==> config.mk <==
export PLATFORM = sky130hd
export DESIGN_NAME = pio_in_edge_irq_flat
export DESIGN_NICKNAME = d
export VERILOG_FILES = /design/src/rtl/pio_in_edge_irq_if.sv /design/src/rtl/pio_in_edge_irq.sv /design/src/flat_wrapper.sv
export SDC_FILE = /design/constraint.sdc
export NUM_CORES = 1
export LEC_CHECK = 0
export BUFFER_PORTS_ARGS = -buffer_cell sky130_fd_sc_hd__buf_2
export CORE_ASPECT_RATIO = 0.9
export CORE_MARGIN = 2
export CORE_UTILIZATION = 45
export DETAILED_ROUTE_END_ITERATION = 12
export GPL_ROUTABILITY_DRIVEN = 0
export PLACE_DENSITY = 0.79
export SYNTH_ARGS = -nofsm -noshare
export SYNTH_HDL_FRONTEND = slang
export SYNTH_SLANG_ARGS = --single-unit
==> constraint.sdc <==
create_clock -name clk -period 1.9 [get_ports clk]
set_clock_uncertainty 0.2 [all_clocks]
set_input_delay 0.095 -clock clk [delete_from_list [all_inputs] [get_ports clk]]
set_output_delay 0.095 -clock clk [all_outputs]
set_load 0.02 [all_outputs]
==> src/rtl/pio_in_edge_irq_if.sv <==
// Avalon-MM slave bus bundle for the edge-capture input PIO.
// The master modport belongs to the bridge side; the slave modport belongs to the PIO.
interface pio_in_edge_irq_if;
  logic [1:0]  address;
  logic        chipselect;
  logic        write_n;
  logic [31:0] writedata;
  logic [31:0] readdata;

  modport master (
    output address,
    output chipselect,
    output write_n,
    output writedata,
    input  readdata
  );

  modport slave (
    input  address,
    input  chipselect,
    input  write_n,
    input  writedata,
    output readdata
  );
endinterface

==> src/rtl/pio_in_edge_irq.sv <==
// Edge-capturing input PIO with per-bit IRQ mask, selectable edge mode and W1C capture flags.
// Optional per-bit debounce filter is enabled by defining PIO_DEBOUNCE_EN.
module pio_in_edge_irq #(
  parameter int unsigned WIDTH           = 8,
  parameter int unsigned SYNC_STAGES     = 2,
  parameter int unsigned DEBOUNCE_CYCLES = 16
) (
  input  logic             clk,
  input  logic             reset_n,
  pio_in_edge_irq_if.slave bus,
  input  logic [WIDTH-1:0] in_port,
  output logic             irq
);

  typedef enum logic [1:0] {
    ModeAny  = 2'd0,
    ModeRise = 2'd1,
    ModeFall = 2'd2,
    ModeOff  = 2'd3
  } edge_mode_e;

  if (WIDTH < 1 || WIDTH > 32 || SYNC_STAGES < 2 || SYNC_STAGES > 4 ||
      DEBOUNCE_CYCLES < 1 || DEBOUNCE_CYCLES > 65535) begin : g_param_check
    $error("pio_in_edge_irq: parameter out of range");
  end

  logic [WIDTH-1:0] sync_q [SYNC_STAGES];
  logic [WIDTH-1:0] sync_last;
  logic [WIDTH-1:0] filt;

  always_ff @(posedge clk or negedge reset_n) begin
    if (!reset_n) begin
      for (int i = 0; i < int'(SYNC_STAGES); i++) sync_q[i] <= '0;
    end else begin
      sync_q[0] <= in_port;
      for (int i = 1; i < int'(SYNC_STAGES); i++) sync_q[i] <= sync_q[i-1];
    end
  end

  assign sync_last = sync_q[SYNC_STAGES-1];

`ifdef PIO_DEBOUNCE_EN
  localparam int unsigned CntW = $clog2(DEBOUNCE_CYCLES + 1);
  localparam logic [CntW-1:0] CntLast = CntW'(DEBOUNCE_CYCLES - 1);

  logic [CntW-1:0]  cnt_q [WIDTH];
  logic [CntW-1:0]  cnt_d [WIDTH];
  logic [WIDTH-1:0] filt_q, filt_d;

  // A bit must disagree with the filtered value for DEBOUNCE_CYCLES cycles before it is taken.
  always_comb begin
    filt_d = filt_q;
    for (int b = 0; b < int'(WIDTH); b++) begin
      cnt_d[b] = '0;
      if (sync_last[b] != filt_q[b]) begin
        if (cnt_q[b] == CntLast) filt_d[b] = sync_last[b];
        else                     cnt_d[b] = cnt_q[b] + 1'b1;
      end
    end
  end

  always_ff @(posedge clk or negedge reset_n) begin
    if (!reset_n) begin
      filt_q <= '0;
      for (int b = 0; b < int'(WIDTH); b++) cnt_q[b] <= '0;
    end else begin
      filt_q <= filt_d;
      for (int b = 0; b < int'(WIDTH); b++) cnt_q[b] <= cnt_d[b];
    end
  end

  assign filt = filt_q;
`else
  assign filt = sync_last;
`endif

  logic [WIDTH-1:0] prev_q;
  logic [WIDTH-1:0] mask_q, mask_d;
  edge_mode_e       mode_q, mode_d;
  logic [WIDTH-1:0] cap_q, cap_d;
  logic             irq_q, irq_d;
  logic [31:0]      readdata_q, readdata_d;
  logic [WIDTH-1:0] detect;
  logic [WIDTH-1:0] clear;
  logic             wr_en;
  logic             unused_wdata;

  assign unused_wdata = ^bus.writedata;
  assign wr_en        = bus.chipselect & ~bus.write_n;

  always_comb begin
    detect     = '0;
    clear      = '0;
    mask_d     = mask_q;
    mode_d     = mode_q;
    readdata_d = '0;

    unique case (mode_q)
      ModeAny:  detect = filt ^ prev_q;
      ModeRise: detect = filt & ~prev_q;
      ModeFall: detect = ~filt & prev_q;
      ModeOff:  detect = '0;
      default:  detect = '0;
    endcase

    if (wr_en) begin
      unique case (bus.address)
        2'd1:    mask_d = bus.writedata[WIDTH-1:0];
        2'd2:    mode_d = edge_mode_e'(bus.writedata[1:0]);
        2'd3:    clear  = bus.writedata[WIDTH-1:0];
        default: ;
      endcase
    end

    // A new detection in the same cycle as its clear keeps the flag set.
    cap_d = (cap_q & ~clear) | detect;
    irq_d = |(cap_q & mask_q);

    unique case (bus.address)
      2'd0:    readdata_d = 32'(filt);
      2'd1:    readdata_d = 32'(mask_q);
      2'd2:    readdata_d = 32'(mode_q);
      2'd3:    readdata_d = 32'(cap_q);
      default: readdata_d = '0;
    endcase
  end

  always_ff @(posedge clk or negedge reset_n) begin
    if (!reset_n) begin
      prev_q     <= '0;
      mask_q     <= '0;
      mode_q     <= ModeAny;
      cap_q      <= '0;
      irq_q      <= 1'b0;
      readdata_q <= '0;
    end else begin
      prev_q     <= filt;
      mask_q     <= mask_d;
      mode_q     <= mode_d;
      cap_q      <= cap_d;
      irq_q      <= irq_d;
      readdata_q <= readdata_d;
    end
  end

  assign bus.readdata = readdata_q;
  assign irq          = irq_q;

endmodule

==> src/flat_wrapper.sv <==
// flat-port wrapper written by rule: the top's interface ports become plain ports
module pio_in_edge_irq_flat 
#(
  parameter int unsigned WIDTH           = 8,
  parameter int unsigned SYNC_STAGES     = 2,
  parameter int unsigned DEBOUNCE_CYCLES = 16
)
  (clk, reset_n, in_port, irq, bus_address, bus_chipselect, bus_write_n, bus_writedata, bus_readdata);
  pio_in_edge_irq_if bus_i ();
  input  logic clk;
  input  logic reset_n;
  input  logic [WIDTH-1:0] in_port;
  output logic irq;
  input wire logic [$bits(bus_i.address)-1:0] bus_address;
  input wire logic [$bits(bus_i.chipselect)-1:0] bus_chipselect;
  input wire logic [$bits(bus_i.write_n)-1:0] bus_write_n;
  input wire logic [$bits(bus_i.writedata)-1:0] bus_writedata;
  output wire logic [$bits(bus_i.readdata)-1:0] bus_readdata;
  assign bus_i.address = bus_address;
  assign bus_i.chipselect = bus_chipselect;
  assign bus_i.write_n = bus_write_n;
  assign bus_i.writedata = bus_writedata;
  assign bus_readdata = bus_i.readdata;
  pio_in_edge_irq #(.WIDTH(WIDTH), .SYNC_STAGES(SYNC_STAGES), .DEBOUNCE_CYCLES(DEBOUNCE_CYCLES)) u_core (.clk(clk), .reset_n(reset_n), .bus(bus_i), .in_port(in_port), .irq(irq));
endmodule
==> results of run 1 <==
## cell families after synthesis
logic type               after synthesis  synth area share (%)
buffers and inverters                 58                  13.7
flip-flops                            51                  53.0
AND/OR/NAND/NOR                       26                  5.92
multiplexers                          20                  11.1
other                                  1                 0.156
adder cells (fa/ha/maj)               16                  8.31
AO/OA/AOI/OAI                         32                  7.89
## critical path, cell delays in order
cell and delay, ns:
dlygate4sd3_1 0.53, buf_2 0.20, and4bb_1 0.27, buf_4 0.21, mux2_4 0.31
## synth_stat cells (4+ instances only)
cell type,number,area [µm²]
dfrtp_1,51,1280
ha_1,16,200
o21ai_0,14,70.1
inv_1,26,97.6
nor2_1,6,22.5
a22oi_1,4,30.0
o211ai_1,8,60.1
nand2_1,14,52.6
a21oi_1,6,30.0
mux2_4,8,120
buf_4,24,180
buf_2,5,25.0
mux2i_1,8,80.1
## layer usage
metal  vias up  track usage (%)
met4         0             5.27
met2        46             24.1
met1       712             19.4
met5         -                0
li1        716                -
met3         6             4.79
## registers in the layout, indices dropped and copies added (netlist names)
signal               flops
u_core.prev_q            8
u_core.sync_q            8
u_core.filt              8
u_core.mask_q            8
u_core.mode_q            2
u_core.cap_q             8
u_core.irq               1
u_core.bus.readdata      8
## through the flow
stage / instance area (µm²) / std cells / hold WS (ns)
CTS: 2790 / 321 / 0.0506
finish: 2790 / 321 / 0.0566
detailed placement: 2540 / 297 / 0.00432
global route: 2790 / 321 / 0.0569
floorplan: 2500 / 227 / -0.401
global placement: 2540 / 297 / 0.00388
## timing repair
| action | 4_1_cts | 5_1_grt |
|---|---|---|
| buffers inserted | 0 | 0 |
| endpoints found under the hold margin | 83 | 0 |
| hold buffers | 18 | 0 |
| setup endpoints to repair | 0 | 0 |
## cell usage in the layout (no fill, tap or decap), types with 2 or more instances in the layout
master and instances:
mux2i_1 8, conb_1 24, ha_1 16, clkbuf_8 5
mux2_2 2, buf_4 5, o21ai_0 14, mux2_4 8
inv_1 26, a22oi_1 4, dfrtp_1 51, dlygate4sd3_1 18
nor2_1 6, a21oi_1 6, mux4_2 2, buf_2 30
nand2_1 14, o211ai_1 8
## layout make-up
cell class | count | area (µm²) | share of cell area [%]
Clock buffer | 6 | 72.6 | 2.60
Inverter | 26 | 97.6 | 3.50
Multi-Input combinational cell | 118 | 891 | 31.9
Sequential cell | 51 | 1280 | 45.8
Tap cell | 67 | 83.8 | 3.01
Timing Repair Buffer | 53 | 368 | 13.2
## final timing paths
| path | start | to | slack, ns | cells past startpoint |
|---|---|---|---|---|
| min in group asynchronous | reset_n | u_core.prev_q[4] | 0.23 | 3 |
| worst max register to register | u_core.mode_q[0] | u_core.cap_q[6] | 0.53 | 4 |
| worst min register to register | u_core.sync_q[9] | u_core.filt[1] | 0.15 | 0 |
| worst max-delay path | bus_address[1] | u_core.mask_q[3] | 0.26 | 5 |
| max in group asynchronous | reset_n | u_core.mask_q[7] | 0.84 | 3 |
| worst min-delay path | bus_chipselect | u_core.cap_q[7] | 0.06 | 4 |
## power by group
part	total, µW	switching (µW)	internal, µW
combinational	481	256	225
clock	566	320	246
sequential	1290	86.0	1200
==> results.cfg, run 1 <==
[route]
dr.pass1.iters = 4
drc = 0
drt_iter0_drc = 68
wl_met1_mm = 1.81
wl_per_cell_um = 12.2
wirelength_mm = 3.90
top_layer = met4
post_drt_via_cell_ratio = 4.61
wl_met2_mm = 1.81
wl_met3_um = 238
via_count = 1480
drtAntennaViolNets = 0

[pwr]
power_leakage_uw = 0.00140
ir_worst_vdd_v = 0.000337
power_uw = 2340
powerDensity_nw_per_um2 = 838

[global_routing]
antenna_found_initial = 0
grt_pass1_wl_mm = 6.72
grt_overflow_total = 0
grt_use_total_pct = 15.1
grt_max_degree = 52
grt_pass1_vias = 1478

[floorplanning]
core-area_um2 = 5220
start_util_pct = 46.1
die_x_um = 81.1
die_h_um = 73.4
rows = 25
fp.dieArea_um2 = 5960
io_pins = 79

[cells_and_area]
layout-drive-gt1-share_pct = 21.3
area_growth_pct = 15.7
insertedDiodeCount = 0
finalNetCount = 317
nFillCells = 455
final_core_util_pct = 53.4

[cts]
post_cts_resized = 0
clkSinkCount = 51
clkLatencyLatePin_ns = 0.30
cts_tree = built
h-tree-depth = 2
clk_path_buf_depth = 2
clk_pin_slew_worst_paths_ns = 0.08
clockRootBuffer = clkbuf_8
cts_buffers = 5

[place]
pre_cts_ws_ns = 0.415
dp_hpwl_mm = 2.78
port_buffers = 30

[yosys]
synthFlopType = dfrtp_1
synth.distinct_cells = 24
ys_warn_count = 0
yosysSeqAreaShare_pct = 53.0
synth-edff-count = 0
synth-async-reset-ratio_pct = 100
ys_seq_elements = 51
netlist_area_um2 = 2410
synth_area_per_cell_um2 = 11.8
syn_inst = 204

[sta]
fin_ws_ns = 0.262
tightest_slew_ns = 0.632
period_needed_ns = 1.64
fin_setup_tns_ns = 0
rsz0062_at_grt = no
finalCritPeriodShare_pct = 86.2
finalSetupViolations = 0
max_slew_margin_pct = 57.9
hold_viol_final = 0
finalMaxSlewViolations = 0
timing.fmax_mhz = 611

[worst_setup_path]
critical_path_class = in -> reg
cp.required_ns = 1.88
worstPathArrival_ns = 1.62
endpoint_kind = flip-flop
cp-start-kind = primary input
cp_max_fo = 12

[status]
status = completed

[hold_path]
hold_path_class = in -> reg

[run]
maxCapViolCount = 0
Power figures use the tool's default switching activity.
==> run 2, diff against run 1 <==
--- a/config.mk
+++ b/config.mk
@@ -6,12 +6,14 @@
 export NUM_CORES = 1
 export LEC_CHECK = 0
 export BUFFER_PORTS_ARGS = -buffer_cell sky130_fd_sc_hd__buf_2
+export CELL_PAD_IN_SITES_DETAIL_PLACEMENT = 1
+export CELL_PAD_IN_SITES_GLOBAL_PLACEMENT = 1
 export CORE_ASPECT_RATIO = 0.9
 export CORE_MARGIN = 2
-export CORE_UTILIZATION = 45
+export CORE_UTILIZATION = 39
 export DETAILED_ROUTE_END_ITERATION = 12
 export GPL_ROUTABILITY_DRIVEN = 0
-export PLACE_DENSITY = 0.79
+export PLACE_DENSITY = 0.87
 export SYNTH_ARGS = -nofsm -noshare
 export SYNTH_HDL_FRONTEND = slang
 export SYNTH_SLANG_ARGS = --single-unit
==> run 2 against run 1 <==
- sequential cell count is the same
- critical endpoint is now u_core.mask_q[1]
- critical path depth unchanged
- routed wire length increased by 25%
- maximum frequency fell by 1.8%
- sequential share of layout area fell by 0.75 points
- largest power group unchanged
==> results.cfg, run 2 (synthesis results as in run 1) <==
[route]
dr.pass1.iters = 4
drc = 0
via_count = 1521
drt_iter0_drc = 65
drtAntennaViolNets = 0
post_drt_via_cell_ratio = 4.61
wl_per_cell_um = 14.8
wirelength_mm = 4.89

[floorplanning]
start_util_pct = 39.9
die_h_um = 78.6
die_x_um = 86.9
rows = 27
fp.dieArea_um2 = 6820
core-area_um2 = 6050
io_pins = 79

[sta]
tightest_slew_ns = 0.529
finalCritPeriodShare_pct = 87.8
finalMaxSlewViolations = 0
timing.fmax_mhz = 600
max_slew_margin_pct = 64.7
period_needed_ns = 1.67
fin_ws_ns = 0.232
hold_viol_final = 0
fin_setup_tns_ns = 0
rsz0062_at_grt = no
finalSetupViolations = 0

[worst_setup_path]
path_cells = dlygate4sd3_1, buf_2, and4bb_1, buf_4, mux2_4
critical_path_class = in -> reg
worstPathArrival_ns = 1.65
cp.required_ns = 1.88
cp-start-kind = primary input
cp_max_fo = 12
slowest_delay_ns = 0.54
endpoint_kind = flip-flop
cp.depth = 5
rr_worst_depth = 4
crit_family = buffers and inverters
critPathBufInv = 3
cp_slowest_cell = dlygate4sd3_1

[cts]
clkLatencyLatePin_ns = 0.30
clk_path_buf_depth = 2
h-tree-depth = 2
clkSinkCount = 51
clockRootBuffer = clkbuf_8
cts_tree = built
cts_buffers = 5
clk_pin_slew_worst_paths_ns = 0.09

[cells_and_area]
multi_input_area_um2 = 891
final_common_cell = dfrtp_1
regArea_um2 = 1280
finalNetCount = 319
nFillCells = 666
area_growth_pct = 17.7
final_cells = 330
insertedDiodeCount = 0
final_cell_mix = dfrtp_1, buf_2, inv_1, conb_1, dlygate4sd3_1
layout-drive-gt1-share_pct = 22.5

[pwr]
switching_power_uw = 712
power_frac_seq_pct = 54.1
powerDensity_nw_per_um2 = 850
power_frac_clock_pct = 25.0
internal_power_uw = 1700
sw_frac_of_total_pct = 29.6
power_leakage_uw = 0.00142
pwr-share-comb_pct = 20.9
ir_worst_vdd_v = 0.000332

[global_routing]
antenna_found_initial = 0
grt_pass1_wl_mm = 8.02
grt_use_total_pct = 15.4
grt_overflow_total = 0
grt_pass1_vias = 1651
grt_max_degree = 24

[hold_path]
hold_depth = 4
hold_path_class = in -> reg

[place]
dp_cells = 304
port_buffers = 30
pre_cts_ws_ns = 0.363
dp_hpwl_mm = 3.57

[run]
maxCapViolCount = 0

[status]
status = completed
## run 2: layout make-up
cell class,instances,share of cell area [%]
inverters,26,3.44
flip-flops and latches,51,45.0
well taps,72,3.18
repair buffers,55,13.9
clock buffers,6,2.56
multi-input cells,118,31.4
clock inverters,2,0.441
## run 2: metrics by stage
| step | power [µW] | hold slack [ns] | utilization [%] | area [µm²] |
|---|---|---|---|---|
| final | 2410 | 0.0656 | 46.9 | 2840 |
| after global routing | 2540 | 0.0953 | 46.9 | 2840 |
| after CTS | 2440 | 0.0627 | 46.9 | 2840 |
| after detailed placement | 1800 | -0.0920 | 42.5 | 2570 |
| after global placement | 1770 | -0.0923 | 42.5 | 2570 |
| after floorplan | 1650 | -0.401 | - | 2500 |
## run 2: path summary, 6_finish.rpt
kind	from	endpoint	slack, ns
worst min register to register	u_core.sync_q[9]	u_core.filt[1]	0.15
worst max-delay path	bus_address[1]	u_core.mask_q[1]	0.23
max in group asynchronous	reset_n	u_core.mask_q[1]	0.87
min in group asynchronous	reset_n	u_core.bus.readdata[6]	0.10
worst max register to register	u_core.mode_q[0]	u_core.cap_q[2]	0.38
worst min-delay path	bus_chipselect	u_core.cap_q[7]	0.07
## run 2: power groups by stage
| stage | clock network, µW | registers (µW) | logic (µW) |
|---|---|---|---|
| after global placement | 0 | 1310 | 454 |
| final | 602 | 1300 | 503 |
| after CTS | 632 | 1300 | 509 |
| after floorplan | 0 | 1310 | 341 |
| after global routing | 668 | 1320 | 554 |
| after detailed placement | 0 | 1330 | 479 |
## run 2: tightest hold or removal path, stage by stage
cell,delay [ns]
buf_2,0.13
nand4b_4,0.14
o21ai_0,0.09
o211ai_1,0.08
## run 2: layer usage
| layer | share of wire [%] | track usage (%) |
|---|---|---|
| met5 | 0 | 0 |
| met4 | 0.74 | 3.91 |
| met3 | 3.9 | 3.05 |
| met2 | 53 | 27.6 |
| met1 | 43 | 18.7 |
## run 2: what timing repair did
item                                   in CTS  in global routing
hold buffers                               18                  0
gates resized for setup                     0                  0
setup buffers                               0                  0
endpoints found under the hold margin      79                  0
